## src/rtl/router_sw_00.sv

```systemverilog
// router_sw_00 -- three-port (E, S, L) XY switch for node (0,0).
// Each output owns one flit register fed by a round-robin arbiter over the
// inputs routed to it. A flit whose route points back at its arrival port
// (E->E, S->S) is popped and discarded with a drop_pulse.
// Optional feature: define ROUTER_SW_STAT_EN to build saturating per-output
// forward counters; without it the *_fwd_cnt ports are tied to zero.
module router_sw_00 #(
   parameter int DATASIZE = 40,
   parameter int CNTW     = 16
) (
   input  logic                fifo_clk,
   input  logic                rst,
   input  logic [DATASIZE-1:0] E_data_in,
   input  logic [DATASIZE-1:0] S_data_in,
   input  logic [DATASIZE-1:0] L_data_in,
   input  logic                E_valid_in,
   input  logic                S_valid_in,
   input  logic                L_valid_in,
   output logic                fifo_ready_E,
   output logic                fifo_ready_S,
   output logic                fifo_ready_L,
   output logic [DATASIZE-1:0] E_data_out,
   output logic [DATASIZE-1:0] S_data_out,
   output logic [DATASIZE-1:0] L_data_out,
   output logic                E_valid_out,
   output logic                S_valid_out,
   output logic                L_valid_out,
   input  logic                E_full_in,
   input  logic                S_full_in,
   input  logic                L_full_in,
   output logic                drop_pulse,
   output logic [CNTW-1:0]     E_fwd_cnt,
   output logic [CNTW-1:0]     S_fwd_cnt,
   output logic [CNTW-1:0]     L_fwd_cnt
);

   // Port indices; also the encoding of a route and of a priority pointer.
   localparam logic [1:0] P_E = 2'd0;
   localparam logic [1:0] P_S = 2'd1;
   localparam logic [1:0] P_L = 2'd2;

   logic [DATASIZE-1:0]   din_s [3];
   logic [2:0]            vin_s;
   logic [2:0]            full_s;
   logic [1:0]            route_s [3];
   logic [2:0]            uturn_s;
   logic [8:0]            grant_all_s;   // [3*o + i] : output o grants input i
   logic [2:0]            vout_all_s;
   logic [3*DATASIZE-1:0] dout_all_s;
   logic [3*CNTW-1:0]     cnt_all_s;

   assign din_s[0] = E_data_in;
   assign din_s[1] = S_data_in;
   assign din_s[2] = L_data_in;
   assign vin_s    = {L_valid_in, S_valid_in, E_valid_in};
   assign full_s   = {L_full_in, S_full_in, E_full_in};

   // XY route: any x offset goes East first, then any y offset South, else Local.
   function automatic logic [1:0] route_of(input logic [DATASIZE-1:0] d);
      logic [1:0] r;
      if (d[DATASIZE-1 -: 2] != 2'b00) begin
         r = P_E;
      end else if (d[DATASIZE-3 -: 2] != 2'b00) begin
         r = P_S;
      end else begin
         r = P_L;
      end
      return r;
   endfunction

   // Round-robin pick starting at ptr, scanning E -> S -> L with wrap.
   function automatic logic [2:0] rr_pick(input logic [2:0] req, input logic [1:0] ptr);
      logic [2:0] g;
      g = 3'b000;
      case (ptr)
         P_S: begin
            if (req[1])      g = 3'b010;
            else if (req[2]) g = 3'b100;
            else if (req[0]) g = 3'b001;
            else             g = 3'b000;
         end
         P_L: begin
            if (req[2])      g = 3'b100;
            else if (req[0]) g = 3'b001;
            else if (req[1]) g = 3'b010;
            else             g = 3'b000;
         end
         default: begin
            if (req[0])      g = 3'b001;
            else if (req[1]) g = 3'b010;
            else if (req[2]) g = 3'b100;
            else             g = 3'b000;
         end
      endcase
      return g;
   endfunction

   // Decode each head flit's route and flag U-turns (only E and S can U-turn).
   always_comb begin
      route_s[0] = route_of(din_s[0]);
      route_s[1] = route_of(din_s[1]);
      route_s[2] = route_of(din_s[2]);
      uturn_s[0] = vin_s[0] && (route_s[0] == P_E);
      uturn_s[1] = vin_s[1] && (route_s[1] == P_S);
      uturn_s[2] = 1'b0;
   end

   // Pop strobes: a granted input or a U-turn head is consumed this cycle.
   always_comb begin
      if (rst) begin
         fifo_ready_E = 1'b0;
         fifo_ready_S = 1'b0;
         fifo_ready_L = 1'b0;
         drop_pulse   = 1'b0;
      end else begin
         fifo_ready_E = uturn_s[0] || grant_all_s[0] || grant_all_s[3] || grant_all_s[6];
         fifo_ready_S = uturn_s[1] || grant_all_s[1] || grant_all_s[4] || grant_all_s[7];
         fifo_ready_L = uturn_s[2] || grant_all_s[2] || grant_all_s[5] || grant_all_s[8];
         drop_pulse   = |uturn_s;
      end
   end

   for (genvar o = 0; o < 3; o++) begin : g_out
      localparam logic [1:0] OID = 2'(o);

      logic [2:0]          req_s;
      logic                free_s;
      logic [2:0]          grant_s;
      logic [DATASIZE-1:0] mux_s;
      logic [1:0]          nxt_s;
      logic                vout_r;
      logic [DATASIZE-1:0] dout_r;
      logic [1:0]          ptr_r;

      // Collect requesters for this output and arbitrate when the register can take a flit.
      always_comb begin
         req_s[0] = vin_s[0] && !uturn_s[0] && (route_s[0] == OID);
         req_s[1] = vin_s[1] && !uturn_s[1] && (route_s[1] == OID);
         req_s[2] = vin_s[2] && !uturn_s[2] && (route_s[2] == OID);
         free_s   = !vout_r || !full_s[o];
         if (free_s && !rst) begin
            grant_s = rr_pick(req_s, ptr_r);
         end else begin
            grant_s = 3'b000;
         end
         case (grant_s)
            3'b001: begin
               mux_s = din_s[0];
               nxt_s = P_S;
            end
            3'b010: begin
               mux_s = din_s[1];
               nxt_s = P_L;
            end
            3'b100: begin
               mux_s = din_s[2];
               nxt_s = P_E;
            end
            default: begin
               mux_s = dout_r;
               nxt_s = ptr_r;
            end
         endcase
      end

      // Output flit register: reload on grant, otherwise clear once drained downstream.
      always_ff @(posedge fifo_clk) begin
         if (rst) begin
            vout_r <= 1'b0;
            dout_r <= {DATASIZE{1'b0}};
            ptr_r  <= P_E;
         end else if (grant_s != 3'b000) begin
            vout_r <= 1'b1;
            dout_r <= mux_s;
            ptr_r  <= nxt_s;
         end else if (vout_r && !full_s[o]) begin
            vout_r <= 1'b0;
         end
      end

      assign grant_all_s[3*o +: 3]               = grant_s;
      assign vout_all_s[o]                       = vout_r;
      assign dout_all_s[o*DATASIZE +: DATASIZE]  = dout_r;

`ifdef ROUTER_SW_STAT_EN
      logic [CNTW-1:0] cnt_r;

      // Count downstream transfers, saturating at all-ones.
      always_ff @(posedge fifo_clk) begin
         if (rst) begin
            cnt_r <= {CNTW{1'b0}};
         end else if (vout_r && !full_s[o] && (cnt_r != {CNTW{1'b1}})) begin
            cnt_r <= cnt_r + {{(CNTW-1){1'b0}}, 1'b1};
         end else begin
            cnt_r <= cnt_r;
         end
      end

      assign cnt_all_s[o*CNTW +: CNTW] = cnt_r;
`endif
   end

`ifndef ROUTER_SW_STAT_EN
   assign cnt_all_s = {(3*CNTW){1'b0}};
`endif

   assign E_valid_out = vout_all_s[0];
   assign S_valid_out = vout_all_s[1];
   assign L_valid_out = vout_all_s[2];
   assign E_data_out  = dout_all_s[0*DATASIZE +: DATASIZE];
   assign S_data_out  = dout_all_s[1*DATASIZE +: DATASIZE];
   assign L_data_out  = dout_all_s[2*DATASIZE +: DATASIZE];
   assign E_fwd_cnt   = cnt_all_s[0*CNTW +: CNTW];
   assign S_fwd_cnt   = cnt_all_s[1*CNTW +: CNTW];
   assign L_fwd_cnt   = cnt_all_s[2*CNTW +: CNTW];

endmodule

```

## config.mk

```make
export PLATFORM = sky130hd
export DESIGN_NAME = router_sw_00
export DESIGN_NICKNAME = d
export VERILOG_FILES = /design/src/rtl/router_sw_00.sv
export SDC_FILE = /design/constraint.sdc
export NUM_CORES = 1
export LEC_CHECK = 0
export ABC_AREA = 0
export CORE_ASPECT_RATIO = 0.9
export CORE_UTILIZATION = 35
export CTS_CLUSTER_SIZE = 12
export DETAILED_ROUTE_END_ITERATION = 8
export GPL_TIMING_DRIVEN = 1
export PLACE_DENSITY = 0.71
export RECOVER_POWER = 50
export SKIP_LAST_GASP = 1
export SLEW_MARGIN = 15
export SYNTH_ARGS = -nofsm -noshare
export SYNTH_HDL_FRONTEND = slang
export SYNTH_SLANG_ARGS = --single-unit
export TNS_END_PERCENT = 30
```

## constraint.sdc

```tcl
create_clock -name fifo_clk -period 3.4 [get_ports fifo_clk]
set_input_delay 0.68 -clock fifo_clk [delete_from_list [all_inputs] [get_ports fifo_clk]]
set_output_delay 0.68 -clock fifo_clk [all_outputs]
set_load 0.03 [all_outputs]
```

==> run metrics <==
run status=finished with violations; violated checks=negative setup slack; post-route minimum period=3.40 ns; CP Class=in2out; final routed wire length divided by cell count=19.1 µm; proportion of synthesized chip area in sequential cells=41.6%; overflow left after global routing=0; clock tree from TritonCTS=done; area inside the core boundary=17100 µm²; flop-to-flop setup slack=0.46 ns; number of buffer cells added on primary ports=254; number of cells produced by synthesis=about 700; fin nets=1090; worst path cell trace=clkdlybuf4s50_1, or3b_4, or4_4, buf_6, o31ai_2, nor3_4, nor3_2, nor2_1, buf_4; Power Dens Cells=444 nW/µm²; via-per-instance ratio=5.41; overall fraction of global-route tracks in use=24.6%; DRT antenna net count=0; Root Buffer=clkbuf_16; ratio of final minimum period to clock period=100%; FF-to-FF path depth=12; number of endpoints with negative hold slack in the final report=0; kind of cell adding the most delay to the critical path=simple AND/OR/NAND/NOR gates; Cells on Worst Hold Path=2; die width=142 µm; Critical Path End Type=output port; final-report setup violation count=1; maxcap violations=0; CP max stage cell=clkdlybuf4s50_1; distinct cell type count after synthesis=51; Initial DRT Pass Iterations=6; routed via count=6511; Post-Syn Area=6210 µm²; #FFs+latches synth=129; H-tree levels=4; die boundary height=128 µm; async set or reset register ratio after synthesis=0%; detailed-route wire length=about 23000 µm; boundary pin count=303; total die area=18300 µm²; source of the worst register-to-register timing path=g_out[2].ptr_r[0]$_SDFFE_PP0P_; via count of the first global-routing pass=6314; number of synthesized flops with an enable pin=0; number of buffers created by CTS=17; number of sinks driven by the clock tree=around 130; predominant post-synthesis flop cell=dfxtp_1; Worst Tran Pin Value=1.18 ns; post-route clock skew=between 0.01 and 0.015 ns; number of antenna violations at the first check in global routing=0; pin count of the biggest net entering global routing=56; first-pass GRT wire length=34400 µm; CP Data Arrival Time=2.72 ns; area overhead of the layout relative to synthesis=55.8%; clock transition time at the flip-flop clock pins of the worst setup and hold paths=around 0.06 ns; Ys Warns=0; worst path bufs/invs=3; Peak Freq=294 MHz; Starting Density=36.3%; Detailed Place HPWL=15100 µm; insertion delay of the later-clocked pin in the worst-skew pair=0.42 ns; Slew HR=21.0%; CP Max Fanout=3; post-detailed-route DRC marker count=0; max-slew violation total from the final report=0; Max clock buf depth=2; placer congestion estimate=0.830; mean instance size in the synthesized netlist=8.91 µm²; total of hold buffers inserted after clock tree synthesis=0; static leakage=0.00392 µW; row cnt=45; largest incremental delay on the critical path=roughly 0.47 ns; unrepaired setup endpoints after global routing=true; count of inserted antenna diode cells=0; Placed Area=9060 µm²; worst reg2reg path endpoint=L_data_out[17]$_SDFFE_PP0P_; post-route worst hold slack=0.449 ns; worst min-delay path class=reg2reg; WP data required=between 2 and 3 ns; post-route worst setup slack=-0.00265 ns; worst supply voltage drop on vdd=between 300 and 400 µV; launch point of the worst hold path=E_data_out[4]$_SDFFE_PP0P_; critical path startpoint category=input port; layout cell share with drive strength beyond 1=10.4%; finished layout cell area=9680 µm²; hold worst-path end=E_data_out[4]$_SDFFE_PP0P_; share of the core filled with cells=56.6%; First DRT Iteration DRCs=539
-- logic make-up (layout without fill, tap and decap cells) --
logic type	after synthesis	count (layout)	synth area share, %
adder cells (fa/ha/maj)	6	6	1.21
AND/OR/NAND/NOR	129	129	9.33
other	1	48	0.0604
buffers and inverters	159	384	13.5
multiplexers	8	8	1.29
flip-flops	129	129	41.6
XOR/XNOR	1	1	0.141
AO/OA/AOI/OAI	264	264	32.9
-- routing by layer --
metal | vias up | part of all wire, % | global-route usage [%]
met2 | 348 | 47 | 41.0
met5 | - | 0 | 0
li1 | 3036 | - | -
met4 | 0 | 2.2 | 11.2
met1 | 3082 | 41 | 28.5
met3 | 45 | 9.9 | 8.56
-- worst max path at each step --
stage	start	endpoint	slack, ns	cells after the start
2_1_floorplan	E_data_in[39]	fifo_ready_E	0.14	6
3_3_place_gp	L_valid_in	fifo_ready_S	-0.21	7
3_5_place_dp	L_valid_in	fifo_ready_S	-0.22	7
4_1_cts	L_valid_in	fifo_ready_L	-0.07	9
5_1_grt	L_valid_in	fifo_ready_E	-0.07	9
6_report	L_valid_in	fifo_ready_E	-0.003	9
-- cells in the mapped netlist (2+ instances only) --
library cell | number | area share (%)
buf_6 | 3 | 0.54
a21oi_1 | 50 | 4.0
or3_1 | 3 | 0.30
o21a_1 | 3 | 0.36
inv_1 | 47 | 2.8
and3b_1 | 4 | 0.56
mux2i_1 | 8 | 1.3
o32a_1 | 36 | 5.8
nand2_1 | 53 | 3.2
nor3_1 | 4 | 0.32
a22oi_1 | 75 | 9.1
or3b_1 | 2 | 0.28
a211oi_1 | 43 | 5.2
ha_1 | 6 | 1.2
clkbuf_1 | 43 | 2.6
a31oi_1 | 3 | 0.30
o21ai_0 | 5 | 0.40
o211ai_1 | 2 | 0.24
nor3b_1 | 5 | 0.60
buf_2 | 10 | 0.81
nor2_1 | 50 | 3.0
a222oi_1 | 30 | 4.8
buf_4 | 55 | 6.6
a21o_1 | 2 | 0.24
dfxtp_1 | 129 | 42
-- flip-flops by register name, summed over array words and instances, names as in the netlist --
register	count
g_out.ptr_r	6
E_data_out	40
E_valid_out	1
L_data_out	40
S_data_out	40
L_valid_out	1
S_valid_out	1
-- power by group --
part,switching [µW],internal [µW]
clock,719,1180
combinational,469,325
sequential,32.6,1580
-- through the flow --
step / total power, µW / cells / TNS [ns] / worst slack (ns)
detailed placement: 2460 / 1172 / -4.20 / -0.219
floorplan: 2080 / 744 / 0 / 0.144
finish: 4300 / 1204 / -0.00265 / -0.00265
global route: 4450 / 1204 / -0.153 / -0.0680
CTS: 4360 / 1204 / -0.120 / -0.0690
global placement: 2450 / 1172 / -3.54 / -0.214
-- layout make-up --
class,count,area [µm²]
Inverter,47,176
Fill cell,1576,7440
Timing Repair Buffer,305,2990
Clock inverter,12,158
Multi-Input combinational cell,456,3030
Sequential cell,129,2580
Tap cell,235,294
Clock buffer,20,447
-- worst register-to-register path: cells and delay by family, from the launching register on --
family	cells	cell delay, ns
buffers and inverters	5	0.76
DFF	1	0.37
xor gates and xnor gates	1	0.29
adders and majority gates	1	0.36
and+or+nand+nor	2	0.61
AOI/OAI and AO/OA	3	0.46
-- cell usage in the layout (no fill, tap or decap), types with 30 or more instances in the layout --
cell             count
a211oi_1            43
a21oi_1             50
a222oi_1            30
a22oi_1             75
buf_4               44
clkdlybuf4s50_1    126
conb_1              48
dfxtp_1            129
dlygate4sd3_1      124
inv_1               47
nand2_1             52
nor2_1              48
o32a_1              36
-- repair_timing --
item,4_1_cts,5_1_grt
pin swaps,0,2
buffers inserted,0,1
endpoints found under the setup margin,3,3
resized for setup,1,8
cloned,0,0
Power figures use the tool's default switching activity.
